`src/rtl/pipe_pkg.sv`:
```
`default_nettype none
// +--------------------------------------------------------------------------+
// | pipe_pkg : shared types and defaults for the IF/ID skid pipeline stage    |
// | Revision : 1.0                                                           |
// +--------------------------------------------------------------------------+
package pipe_pkg;

   typedef enum logic [1:0] {
      ST_EMPTY = 2'd0,
      ST_ONE   = 2'd1,
      ST_TWO   = 2'd2
   } skid_state_t;

   localparam int PKT_BITS  = 32;
   localparam int PKT_LANES = 1;

   localparam logic [31:0] NOP_WORD_DEFAULT = 32'h0000_0000;

   // Reference layout at the default widths; the stage re-declares it with its own parameters.
   typedef struct packed {
      logic [PKT_BITS-1:0]           pc;
      logic [PKT_BITS-1:0]           pc_next;
      logic [PKT_LANES*PKT_BITS-1:0] instr;
   } if_id_pkt_t;

endpackage : pipe_pkg
`default_nettype wire

```
`src/rtl/sat_counter.sv`:
```
`default_nettype none
// +--------------------------------------------------------------------------+
// | sat_counter : saturating up-counter with synchronous clear               |
// | Revision    : 1.0                                                        |
// +--------------------------------------------------------------------------+
module sat_counter #(
   parameter int WIDTH = 32
) (
   input  logic             clk,
   input  logic             rst_,
   input  logic             clear_i,
   input  logic             inc_i,
   output logic [WIDTH-1:0] count_o
);

   logic [WIDTH-1:0] count_q;
   logic [WIDTH-1:0] count_d;

   always_comb begin
      count_d = count_q;
      if (clear_i) begin
         count_d = '0;
      end else if (inc_i && (count_q != {WIDTH{1'b1}})) begin
         count_d = count_q + 1'b1;
      end
   end

   always_ff @(posedge clk or posedge rst_) begin
      if (rst_) begin
         count_q <= '0;
      end else begin
         count_q <= count_d;
      end
   end

   assign count_o = count_q;

endmodule : sat_counter
`default_nettype wire

```
`src/rtl/pipe_if_id_skid.sv`:
```
`default_nettype none
// +--------------------------------------------------------------------------+
// | pipe_if_id_skid : IF/ID pipeline register with 2-entry skid and flush.   |
// | Optional perf counters when PIPE_IF_ID_PERF_EN is defined.               |
// | Revision        : 1.0                                                    |
// +--------------------------------------------------------------------------+
module pipe_if_id_skid
   import pipe_pkg::*;
#(
   parameter int              BITS     = 32,
   parameter int              LANES    = 1,
   parameter int              PC_INC   = 4,
   parameter logic [BITS-1:0] NOP_WORD = BITS'(NOP_WORD_DEFAULT)
) (
   input  logic                  clk,
   input  logic                  rst_,
   input  logic                  flush,
   input  logic                  in_valid,
   output logic                  in_ready,
   input  logic [BITS-1:0]       pc_in,
   input  logic [LANES*BITS-1:0] instr_in,
   output logic                  out_valid,
   input  logic                  out_ready,
   output logic [BITS-1:0]       pc_out,
   output logic [LANES*BITS-1:0] instr_out,
   output logic [BITS-1:0]       pc_next_out
`ifdef PIPE_IF_ID_PERF_EN
   ,
   output logic [31:0]           stall_cnt,
   output logic [31:0]           flush_cnt
`endif
);

   localparam int              IW     = LANES * BITS;
   localparam logic [BITS-1:0] STRIDE = BITS'(LANES * PC_INC);

   typedef struct packed {
      logic [BITS-1:0] pc;
      logic [BITS-1:0] pc_next;
      logic [IW-1:0]   instr;
   } pkt_t;

   skid_state_t state_q;
   skid_state_t state_d;
   pkt_t        head_q;
   pkt_t        head_d;
   pkt_t        skid_q;
   pkt_t        skid_d;
   pkt_t        in_pkt;
   logic        acc;
   logic        pop;

   // pc_next is computed once at capture so the output path is a plain register.
   assign in_pkt.pc      = pc_in;
   assign in_pkt.pc_next = pc_in + STRIDE;
   assign in_pkt.instr   = instr_in;

   // Handshake flags come only from the state register: no in->out comb path.
   assign in_ready  = (state_q != ST_TWO);
   assign out_valid = (state_q != ST_EMPTY);
   assign acc       = in_valid & in_ready;
   assign pop       = out_valid & out_ready;

   always_comb begin
      state_d = state_q;
      head_d  = head_q;
      skid_d  = skid_q;
      if (flush) begin
         state_d = ST_EMPTY;
      end else begin
         case (state_q)
            ST_EMPTY: begin
               if (acc) begin
                  state_d = ST_ONE;
                  head_d  = in_pkt;
               end
            end
            ST_ONE: begin
               if (acc && pop) begin
                  head_d = in_pkt;
               end else if (acc) begin
                  state_d = ST_TWO;
                  skid_d  = in_pkt;
               end else if (pop) begin
                  state_d = ST_EMPTY;
               end
            end
            ST_TWO: begin
               if (pop) begin
                  state_d = ST_ONE;
                  head_d  = skid_q;
               end
            end
            default: begin
               state_d = ST_EMPTY;
            end
         endcase
      end
   end

   always_ff @(posedge clk or posedge rst_) begin
      if (rst_) begin
         state_q <= ST_EMPTY;
         head_q  <= '0;
         skid_q  <= '0;
      end else begin
         state_q <= state_d;
         head_q  <= head_d;
         skid_q  <= skid_d;
      end
   end

   assign pc_out      = head_q.pc;
   assign pc_next_out = head_q.pc_next;

   always_comb begin
      instr_out = {LANES{NOP_WORD}};
      if (out_valid) begin
         instr_out = head_q.instr;
      end
   end

`ifdef PIPE_IF_ID_PERF_EN
   logic stall_inc;
   logic flush_inc;

   assign stall_inc = out_valid & ~out_ready;
   assign flush_inc = flush & (state_q != ST_EMPTY);

   sat_counter #(
      .WIDTH (32)
   ) u_stall_cnt (
      .clk     (clk),
      .rst_    (rst_),
      .clear_i (1'b0),
      .inc_i   (stall_inc),
      .count_o (stall_cnt)
   );

   sat_counter #(
      .WIDTH (32)
   ) u_flush_cnt (
      .clk     (clk),
      .rst_    (rst_),
      .clear_i (1'b0),
      .inc_i   (flush_inc),
      .count_o (flush_cnt)
   );
`endif

endmodule : pipe_if_id_skid
`default_nettype wire

```
`config.mk`:
```
export PLATFORM = sky130hd
export DESIGN_NAME = pipe_if_id_skid
export DESIGN_NICKNAME = d
export VERILOG_FILES = /design/src/rtl/pipe_pkg.sv /design/src/rtl/sat_counter.sv /design/src/rtl/pipe_if_id_skid.sv
export SDC_FILE = /design/constraint.sdc
export NUM_CORES = 1
export LEC_CHECK = 0
export ABC_AREA = 1
export CELL_PAD_IN_SITES_DETAIL_PLACEMENT = 1
export CELL_PAD_IN_SITES_GLOBAL_PLACEMENT = 2
export CORE_MARGIN = 3
export CORE_UTILIZATION = 31
export CTS_CLUSTER_SIZE = 8
export DETAILED_ROUTE_END_ITERATION = 8
export GPL_TIMING_DRIVEN = 1
export PLACE_DENSITY_LB_ADDON = 0.1
export SLEW_MARGIN = 20
export SYNTH_ARGS = -nofsm -noshare
export SYNTH_HDL_FRONTEND = slang
export SYNTH_HIERARCHICAL = 1
export SYNTH_SLANG_ARGS = --single-unit
```
`constraint.sdc`:
```
create_clock -name clk -period 8.25 [get_ports clk]
set_input_delay 1.65 -clock clk [delete_from_list [all_inputs] [get_ports clk]]
set_output_delay 1.65 -clock clk [all_outputs]
set_load 0.05 [all_outputs]
```
Word-level counts from Yosys, hierarchy flattened

Index checks and enable logic that the tools add are counted.

Register bits after elaboration: 194
Bits of input ports: 69
Output and inout port bits: 98
Word-level logic and storage cells: 41

Bitwise logic cells: 4
Multiplexer cells: 12
Equal/unequal tests: 10
Reductions and logical operators: 7
Add/sub/neg operators: 1

Operator list:

| cell                  | count |
|---|---|
| $mux 96               | 3 |
| $pmux 96 s3           | 1 |
| $add 32x3->32 const B | 1 |
| $mux 32               | 1 |
| $mux 2                | 6 |
| $ne 3x3->1 const B    | 3 |
| $ne 2x2->1 const B    | 4 |
| $reduce_and 4->1      | 2 |
| $pmux 2 s3            | 1 |
| $reduce_and 5->1      | 1 |
| $ne 4x4->1 const B    | 1 |
| $reduce_bool 3->1     | 1 |
| $and 1x1->1           | 2 |
| $eq 2x1->1 const B    | 1 |
| $eq 2x2->1 const B    | 1 |
| $logic_not 2->1       | 1 |
| $not 1->1             | 2 |
| $reduce_bool 2->1     | 1 |
| $logic_and 1x1->1     | 1 |

Longest topological paths before layout

Depth in word-level cells: 7
Depth in mapped cells: 10
Mapped depth without buffers: 10

Least setup slack after synthesis

Ideal clock, no wire load.

Kind: register to output
Start: register state_q[0]
End: output instr_out[10]
Cell stages (with the launch flop): 6
Arrival time: 1874 ps
Slack: 4726 ps
Path buffers: 1
Required time: 6600 ps
Path through: dfrtp_1 > inv_2 > nand2_1 > inv_1 > buf_1 > nor2_1

Longest elaborated chain between the ends: 2

RTL lines:

| what                   | line                   | text |
|---|---|---|
| from (decl)            | pipe_if_id_skid.sv:43  | `skid_state_t state_q;` |
| from (signal assigned) | pipe_if_id_skid.sv:107 | `state_q <= state_d;` |
| $reduce_bool 2->1      | pipe_if_id_skid.sv:60  | `assign out_valid = (state_q != ST_EMPTY);` |
| via out_valid          | pipe_if_id_skid.sv:22  | `output logic out_valid,` |
| $mux 32                | pipe_if_id_skid.sv:118 | `if (out_valid) begin` |
| to (decl)              | pipe_if_id_skid.sv:25  | `output logic [LANES*BITS-1:0] instr_out,` |

The timed path passes the listed nets, and every way through them passes these cells.

Worst setup path in the final report

Start: input out_ready
End: register head_q, in the netlist pc_next_out[9]

Longest elaborated chain between the ends: 4
Elaborated cells between the ends (all ways): 5
Classes of those cells: eq/ne (2); bitwise (1); reduce/logical (2)

RTL lines:

| what                                | line                   | text |
|---|---|---|
| from (decl)                         | pipe_if_id_skid.sv:23  | `input logic out_ready,` |
| $and 1x1->1 *                       | pipe_if_id_skid.sv:62  | `assign pop = out_valid & out_ready;` |
| $logic_and 1x1->1                   | pipe_if_id_skid.sv:79  | `if (acc && pop) begin` |
| $ne 2x2->1 (no source line)         | --                     |  |
| $reduce_and 5->1 (no source line) * | --                     |  |
| to (signal assigned)                | pipe_if_id_skid.sv:104 | `head_q <= '0;` |
| to (signal assigned)                | pipe_if_id_skid.sv:108 | `head_q <= head_d;` |
| to (decl)                           | pipe_if_id_skid.sv:45  | `pkt_t head_q;` |

Mark *: on every way between the ends. The rest lies on a longest branch, timed or not.
A chain may end at the register's enable or synchronous reset.

==> flow_metrics.env <==
export IMPL_fp_row_count=64
export IMPL_worst_slew_pin_slew_ns=1.01
export IMPL_setup_viol=0
export IMPL_h_tree_depth=4
export IMPL_root_buffer="clkbuf_16"
export IMPL_cts_made_buffers=17
export IMPL_reg2reg_to="pc_next_out[9]$_DFFE_PP0P_"
export IMPL_grt_max_degree=121
export IMPL_final_period_utilization_pct=48.7
export IMPL_fill_cells=3709
export IMPL_outcome="complete, no violations"
export IMPL_setup_tns_final_ns=0
export IMPL_rsz0062_at_grt="false"
export IMPL_fmax_ghz=0.249
export IMPL_n_antenna_cell=0
export IMPL_via_per_inst=4.56
export IMPL_dp_cells=1684
export IMPL_grt_pass1_vias=8107
export IMPL_max_slew_margin_pct=32.6
export IMPL_path_common_cell="nand2_1"
export IMPL_post_drt_wl_per_cell_um=15.6
export IMPL_ys_seq_area_share_pct=49.2
export IMPL_critPathLaunch="out_ready"
export IMPL_wirelength_mm=26.8
export IMPL_num_vias=7824
export IMPL_ys_ff_latch=190
export IMPL_grt_overflow_total=0
export IMPL_grt_pass1_wl_mm=44.5
export IMPL_fin_nets=1377
export IMPL_clk_latency_ns=0.44
export IMPL_rr_startpoint="state_q[0]$_DFFE_PP0P_"
export IMPL_cp_slowest_stage_delay_ns=0.56
export IMPL_synthesis_area_um2=9660
export IMPL_gp_congestion=0.742
export IMPL_vdd_drop_max_mv=0.140
export IMPL_worstPathCellList="clkdlybuf4s50_1, inv_1, nand2_1, nand3_4, inv_2, buf_4, o21ai_0, a21o_1, nand2_1"
export IMPL_core_area_um2=30700
export IMPL_die_x_um=183
export IMPL_cp_end_kind="flop"
export IMPL_drtIter0Drc=375
export IMPL_cp_start_kind="input pin"
export IMPL_syn_nets=1311
export IMPL_die_area_um2=33300
export IMPL_r2r_slack_ns=5.15
export IMPL_r2r_cells=9
export IMPL_finalNonFillerCells=1716
export IMPL_path_class="input pin to flop"
export IMPL_antenna_found_initial=0
export IMPL_fin_total_pwr_w=0.00319
export IMPL_cp_max_fo=53
export IMPL_worst_slack_ns=4.23
export IMPL_fin_skew_ns=0.0109
export IMPL_leakage_nw=5.46
export IMPL_seq_area_um2=4750
export IMPL_ys_warnings_count=6
export IMPL_dr_pass1_iters=5
export IMPL_dp_hpwl_mm=18.3
export IMPL_drcViolationCount=0
export IMPL_pin_count=167
export IMPL_avgSynthCellArea_um2=7.78
export IMPL_syn_inst=1241
export IMPL_min_path_type="flop to flop"
export IMPL_cp_endpoint="pc_next_out[9]$_DFFE_PP0P_"
export IMPL_buffer_ports_inserted=166
export IMPL_post_place_ws_ns=3.73
export IMPL_clk_pin_slew_ns=0.07
export IMPL_cts_resized=0
export IMPL_min_period_ns=4.02
export IMPL_grt_usage_pct=16.6
export IMPL_start_util_pct=31.5
export IMPL_area_growth_synth_to_final_pct=20.8
export IMPL_hold_violations=0
export IMPL_worst_ep_required_time_ns=8.61
export IMPL_multiInputGateArea_um2=3520
export IMPL_drive_above_1_share_pct=5.08
export IMPL_cap_violations=0
export IMPL_crit_arrival_ns=4.38
export IMPL_ctsHoldBuffers=0
export IMPL_synthDistinctLibCells=28
export IMPL_tritoncts="done"
export IMPL_powerDensity_nw_per_um2=273
export IMPL_ant_nets=0
export IMPL_critPathSlowestCell="inv_2"
export IMPL_die_h_um=183
export IMPL_final_max_slew_viol_count=0
export IMPL_numClockSinks=190
export IMPL_cts_setup_buffers=0
export IMPL_cts_buffer_depth=2
## placed cells by master, fill, tap and decap left out
cell,n
clkinv_8,3
a21oi_1,15
o211ai_1,33
nor2_4,4
ha_1,1
o21a_1,3
o31ai_1,1
nand2_2,5
o21ai_1,115
a21o_1,1
clkbuf_16,17
clkbuf_1,1
xnor2_1,4
clkinvlp_4,1
nand2_4,2
xor2_1,4
dfrtp_1,190
inv_2,5
bufinv_16,1
nand3_1,26
inv_1,145
nand3_4,1
inv_8,4
nand2_1,371
nor2_1,75
and2_1,2
buf_4,8
o21ai_0,99
clkdlybuf4s50_1,166
clkinv_4,1
inv_6,5
nand4_1,1
nand3_2,2
nor2_2,8
## metrics by stage
step / cell area (um^2) / utilization (%) / hold slack [ns]
6_report: 11700 / 38.1 / 0.483
4_1_cts: 11700 / 38.1 / 0.489
5_1_grt: 11700 / 38.1 / 0.511
2_1_floorplan: 9660 / - / 0.437
3_5_place_dp: 11100 / 36.1 / 0.468
3_3_place_gp: 11100 / 36.1 / 0.460
## cells by family after synthesis
kind of cell             synth area share [%]
flip-flops                               49.2
adder cells (fa/ha/maj)                 0.130
AND/OR/NAND/NOR                          20.7
XOR/XNOR                                0.725
buffers and inverters                    14.4
AO/OA/AOI/OAI                            14.8
## report_power, final
| part | switching [W] | total [W] | internal [W] |
|---|---|---|---|
| registers | 0.000120 | 0.00133 | 0.00121 |
| logic | 0.000670 | 0.00100 | 0.000334 |
| clock network | 0.000422 | 0.000859 | 0.000437 |
## layer usage
layer / vias up / GRT usage, % / part of all wire [%]
met5: - / 0 / 0
met4: 0 / 3.26 / 0.74
met3: 11 / 4.13 / 4.8
met2: 126 / 25.5 / 44
met1: 3739 / 23.9 / 50
li1: 3948 / - / -
## final cells by class
type	count	area share (%)
clock inverters	14	1.48
clock buffers	18	3.68
flip-flops and latches	190	40.7
well taps	396	4.25
multi-input cells	773	30.2
repair buffers	174	14.8
inverters	151	4.92
## Yosys cell counts
cell        n  area, um^2
inv_1     146         548
a21oi_1    15        75.1
buf_2      25         125
o21ai_0    99         495
nand3_1    26         130
a21o_1      1        7.51
inv_2       5        18.8
xnor2_1     4        35.0
buf_4      73         548
nand3_2     3        30.0
nand2_4     1        11.3
nor2_4      4        45.0
o21a_1      3        22.5
and2_1      2        12.5
nand2_2     6        37.5
clkbuf_1   19        71.3
o31ai_1     1        7.51
buf_6       6        67.6
o21ai_1   115         576
buf_1       4        15.0
dfrtp_1   190        4750
nor2_2      8        50.1
xor2_1      4        35.0
nand4_1     1        6.26
nand2_1   371        1390
ha_1        1        12.5
o211ai_1   33         248
nor2_1     75         282
## flip-flops by register name, indices dropped and copies added, names as in the netlist
register     count
pc_next_out     30
state_q          2
pc_out          32
head_q          32
skid_q          94
## how the worst min path moves through the flow
stage	startpoint	to	slack [ns]	cells after the start
floorplan	skid_q[37]$_DFFE_PP0P_	skid_q[37]$_DFFE_PP0P_	0.44	2
global placement	skid_q[42]$_DFFE_PP0P_	skid_q[42]$_DFFE_PP0P_	0.46	2
detailed placement	skid_q[42]$_DFFE_PP0P_	skid_q[42]$_DFFE_PP0P_	0.47	2
CTS	skid_q[42]$_DFFE_PP0P_	skid_q[42]$_DFFE_PP0P_	0.49	2
global route	pc_next_out[31]$_DFFE_PP0P_	pc_next_out[31]$_DFFE_PP0P_	0.51	2
finish	pc_out[18]$_DFFE_PP0P_	pc_out[18]$_DFFE_PP0P_	0.48	2
## worst max-delay path, delay by kind of cell
kind                   cells  cell delay, ns
and+or+nand+nor            3            0.60
AOI/OAI and AO/OA          2            0.36
buffers and inverters      4            1.74
(Power assumes the default switching activity.)
